==> config.mk <==
export PLATFORM = sky130hd
export DESIGN_NAME = block_word_matcher
export DESIGN_NICKNAME = d
export VERILOG_FILES = /design/src/rtl/block_pkg.sv /design/src/rtl/block_word_matcher.sv
export SDC_FILE = /design/constraint.sdc
export NUM_CORES = 1
export LEC_CHECK = 0
export CAP_MARGIN = 20
export CORE_MARGIN = 5
export CORE_UTILIZATION = 35
export CTS_BUF_LIST = sky130_fd_sc_hd__clkbuf_16
export DETAILED_ROUTE_END_ITERATION = 12
export PLACE_DENSITY = 0.6
export SLEW_MARGIN = 30
export SYNTH_ARGS = -nofsm -noshare
export SYNTH_HDL_FRONTEND = slang
export SYNTH_SLANG_ARGS = --single-unit
==> constraint.sdc <==
create_clock -name clk -period 2 [get_ports clk]
set_input_delay 0.3 -clock clk [delete_from_list [all_inputs] [get_ports clk]]
set_output_delay 0.3 -clock clk [all_outputs]
set_load 0.02 [all_outputs]
==> src/rtl/block_pkg.sv <==
// block_pkg: shared constants and types for the begin/end nesting checker.
//   CH_*      lowercase ASCII letters the matcher looks for
//   CASE_BIT  bit ORed into 'A'..'Z' to fold them to lowercase
//   word_state_t  tokenizer FSM state
//   fold_case()   case-fold one byte; non-letters pass through raw
package block_pkg;

  localparam logic [7:0] CH_B     = 8'h62;
  localparam logic [7:0] CH_E     = 8'h65;
  localparam logic [7:0] CH_G     = 8'h67;
  localparam logic [7:0] CH_I     = 8'h69;
  localparam logic [7:0] CH_N     = 8'h6e;
  localparam logic [7:0] CH_D     = 8'h64;
  localparam logic [7:0] CASE_BIT = 8'h20;

  typedef enum logic [3:0] {
    W_START,
    W_B,
    W_BE,
    W_BEG,
    W_BEGI,
    W_BEGIN,
    W_E,
    W_EN,
    W_END,
    W_OTHER
  } word_state_t;

  function automatic logic [7:0] fold_case(input logic [7:0] c);
    if (c >= 8'h41 && c <= 8'h5a) return c | CASE_BIT;
    return c;
  endfunction

endpackage

==> src/rtl/block_word_matcher.sv <==
// block_word_matcher: splits the character stream into DELIM-separated
// words and recognises "begin" / "end" case-insensitively.
//   clk, reset   clock, synchronous active-high reset
//   in_valid     qualifies in; idle cycles leave the FSM untouched
//   in           ASCII character
//   is_begin     combinational pulse on the delimiter that closes "begin"
//   is_end       combinational pulse on the delimiter that closes "end"
module block_word_matcher
  import block_pkg::*;
#(
  parameter logic [7:0] DELIM = 8'h20
) (
  input  logic       clk,
  input  logic       reset,
  input  logic       in_valid,
  input  logic [7:0] in,
  output logic       is_begin,
  output logic       is_end
);

  word_state_t state_q, state_d;
  logic [7:0]  ch;
  logic        is_delim;

  // Delimiter is matched on the raw byte; only letters are folded.
  assign ch       = fold_case(in);
  assign is_delim = (in == DELIM);

  always_comb begin
    state_d  = state_q;
    is_begin = 1'b0;
    is_end   = 1'b0;
    if (in_valid) begin
      if (is_delim) begin
        state_d  = W_START;
        is_begin = (state_q == W_BEGIN);
        is_end   = (state_q == W_END);
      end else begin
        state_d = W_OTHER;
        case (state_q)
          W_START: begin
            if (ch == CH_B)      state_d = W_B;
            else if (ch == CH_E) state_d = W_E;
          end
          W_B:    if (ch == CH_E) state_d = W_BE;
          W_BE:   if (ch == CH_G) state_d = W_BEG;
          W_BEG:  if (ch == CH_I) state_d = W_BEGI;
          W_BEGI: if (ch == CH_N) state_d = W_BEGIN;
          W_E:    if (ch == CH_N) state_d = W_EN;
          W_EN:   if (ch == CH_D) state_d = W_END;
          default: state_d = W_OTHER;
        endcase
      end
    end
  end

  always_ff @(posedge clk) begin
    if (reset) state_q <= W_START;
    else       state_q <= state_d;
  end

endmodule

==> results of run 1 <==
## cells by family after synthesis
kind of cell | count (synthesis) | synth area share, %
buffers and inverters | 5 | 5.597
AO/OA/AOI/OAI | 15 | 21.63
AND/OR/NAND/NOR | 44 | 56.49
flip-flops | 4 | 16.29
## stage by stage
stage	total power, mW	hold slack, ns	utilization [%]	instances	setup WS [ns]
global route	0.5151	0.6472	61.25	109	-0.03411
detailed placement	0.1802	0.5818	54.04	105	-0.4314
CTS	0.4969	0.5979	59.73	108	0.007962
global placement	0.1793	0.5877	54.04	105	-0.3971
floorplan	0.1283	0.4585	-	68	0.2904
finish	0.4994	0.5935	61.25	109	0.08097
## report_power, final
| part | leakage [nW] | switching (mW) | internal, mW | total [mW] |
|---|---|---|---|---|
| sequential | 0.0328 | 0.00562 | 0.0839 | 0.0896 |
| clock | 0.0370 | 0.0583 | 0.256 | 0.314 |
| combinational | 0.261 | 0.0412 | 0.0547 | 0.0959 |
## per-layer routing
metal,vias up,global-route usage [%]
met2,16,21.66
met1,295,21.75
met3,2,1.128
met5,-,0
li1,314,-
met4,0,4.972
## final timing paths
check	end	slack [ns]	cells after the start
worst max register to register	state_q[3]$_SDFFE_PP0P_	0.22	4
worst min-delay path	state_q[2]$_SDFFE_PP0P_	0.59	2
worst max-delay path	state_q[3]$_SDFFE_PP0P_	0.08	6
worst min register to register	state_q[2]$_SDFFE_PP0P_	0.59	2
## worst max-delay path: stages
cell and delay, ns:
clkdlybuf4s50_1 0.49, buf_4 0.12, nor3b_4 0.24, a311oi_1 0.12, or4b_1 0.51, o31a_1 0.24
## area by class of cell
cell class / count / area share (%)
Tap cell: 15 / 2.326
Sequential cell: 4 / 9.922
Timing Repair Buffer: 27 / 27.60
Inverter: 1 / 0.4651
Clock buffer: 3 / 9.302
Multi-Input combinational cell: 59 / 50.39
## repair_timing
action | 4_1_cts | 5_1_grt
hold endpoints to repair | 0 | 0
setup endpoints to repair | 3 | 3
resized for setup | 10 | 7
pin swaps | 1 | 1
buffers inserted | 0 | 1
## cells in the final DEF, fill, tap and decap left out, types with 2 or more instances in the layout
| cell | Yosys | final |
|---|---|---|
| or4b_1 | 3 | 2 |
| o21ai_1 | 2 | 2 |
| nor2_2 | 0 | 2 |
| nand4_1 | 2 | 2 |
| clkdlybuf4s50_1 | 0 | 7 |
| a21oi_1 | 2 | 2 |
| a311oi_1 | 2 | 2 |
| nand2b_1 | 2 | 2 |
| dlygate4sd2_1 | 0 | 2 |
| nand2_1 | 8 | 8 |
| nor3_1 | 5 | 4 |
| dfxtp_1 | 4 | 4 |
| nor2_1 | 8 | 6 |
| and4b_1 | 3 | 3 |
| clkbuf_16 | 0 | 3 |
| buf_4 | 0 | 15 |
| nand4b_1 | 2 | 2 |
==> results.sh, run 1 <==
export IMPL_finalSetupViolCount=0
export IMPL_multi_input_area_um2=406.6
export IMPL_synthArstFlopShare_pct=0
export IMPL_wl_per_cell_um=14.00
export IMPL_cp_start_kind="primary input"
export IMPL_cts_tree="done"
export IMPL_synth_ff_type="dfxtp_1"
export IMPL_clk_latency_ns=0.23
export IMPL_dr_max_layer_used="met4"
export IMPL_irDropWorstVdd_uv=286.8
export IMPL_hp_class="reg -> reg"
export IMPL_rows=13
export IMPL_grt_ovfl_total=0
export IMPL_clockBufferDepth=2
export IMPL_ant_nets=0
export IMPL_vias=627
export IMPL_hp_start="state_q[2]$_SDFFE_PP0P_"
export IMPL_synth_common_cells="nand2_1 (8), nor2_1 (8), nor3_1 (5), dfxtp_1 (4)"
export IMPL_drt_first_iter_violations=22
export IMPL_cts_made_buffers=3
export IMPL_rsz0062_at_grt="true"
export IMPL_drv_slew=0
export IMPL_worstPathMaxFanout=4
export IMPL_via_per_inst=5.752
export IMPL_path_class="in -> reg"
export IMPL_cts_hold_buf=0
export IMPL_htreeDepth=1
export IMPL_register_area_um2=80.08
export IMPL_end_kind="flop"
export IMPL_avgSynthCellArea_um2=7.231
export IMPL_syn_inst=68
export IMPL_synth_area_um2=491.7
export IMPL_grt_pass1_vias=532
export IMPL_route_detailed_drc=0
export IMPL_route_met2_wl_um=686
export IMPL_fin_crit_sh_pct=95.95
export IMPL_yosys_register_bits=4
export IMPL_clock_root_buffer="clkbuf_16"
export IMPL_start_util_pct=37.32
export IMPL_gp_congestion=0.8152
export IMPL_synthTopCellsByArea="dfxtp_1 (16%), and4b_1 (6.1%), or4b_1 (6.1%)"
export IMPL_grt_start_max_net_pins=12
export IMPL_r2r_start="state_q[0]$_SDFFE_PP0P_"
export IMPL_nNetsFinal=107
export IMPL_setup_tns_ns=0
export IMPL_synth_cell_type_count=36
export IMPL_dr_wl_met3_um=96
export IMPL_nFillCells=126
export IMPL_largest_reg_flops=4
export IMPL_yosysTopAreaCell="dfxtp_1"
export IMPL_fin_crit_ns=1.919
export IMPL_synth_edf_count=0
export IMPL_cp_arrival_ns=2.03
export IMPL_area_delta_synth_final_pct=64.12
export IMPL_grt_usage_pct=14.54
export IMPL_slew_headroom_pct=77.30
export IMPL_yosysWarnings=0
export IMPL_run_status="finished, final reports clean"
export IMPL_hpwl_um=1161
export IMPL_drive_gt1_share_pct=31.91
export IMPL_path_clk_slew_ns=0.03
export IMPL_num_antenna_cells=0
export IMPL_p_leak_nw=0.3303
export IMPL_finClkSkew_ns=0.001758
export IMPL_io_pins=13
export IMPL_hold_viol_final=0
export IMPL_port_buffer_count=12
export IMPL_fmaxAchievable_ghz=0.5211
export IMPL_reg_top3="state_q x4"
export IMPL_design_area_um2=807.0
export IMPL_critPathRequiredTime_ns=2.11
export IMPL_synth_nets=79
export IMPL_design_die_area_um2=2254
export IMPL_die_w_um=47.48
export IMPL_grt_first_pass_wirelength_um=2346
export IMPL_wl_met1_um=721
export IMPL_fp_coreArea_um2=1318
export IMPL_cts_sinks=4
export IMPL_crit_start="in[6]"
export IMPL_post_dp_cell_area_um2=711.9
export IMPL_antenna_found_initial=0
export IMPL_synth_seq_area_share_pct=16.28
export IMPL_power_density_nw_per_um2=618.8
export IMPL_maxCapViolCount=0
export IMPL_regMostFlops="state_q"
export IMPL_firstDrtPassIters=4
export IMPL_worstMarginPinSlew_ns=0.3401
export IMPL_synth_top_area_share_pct=16.28
export IMPL_die_h_um=47.48
export IMPL_finalWirelength_um=1526
Note: power is estimated with default switching activity, not from simulation.
==> inputs of run 2 (changes only) <==
- CAP_MARGIN: 20 -> not set
==> results of run 2 <==
Same layout as run 1: the final DEF is identical, and so are final timing and power.
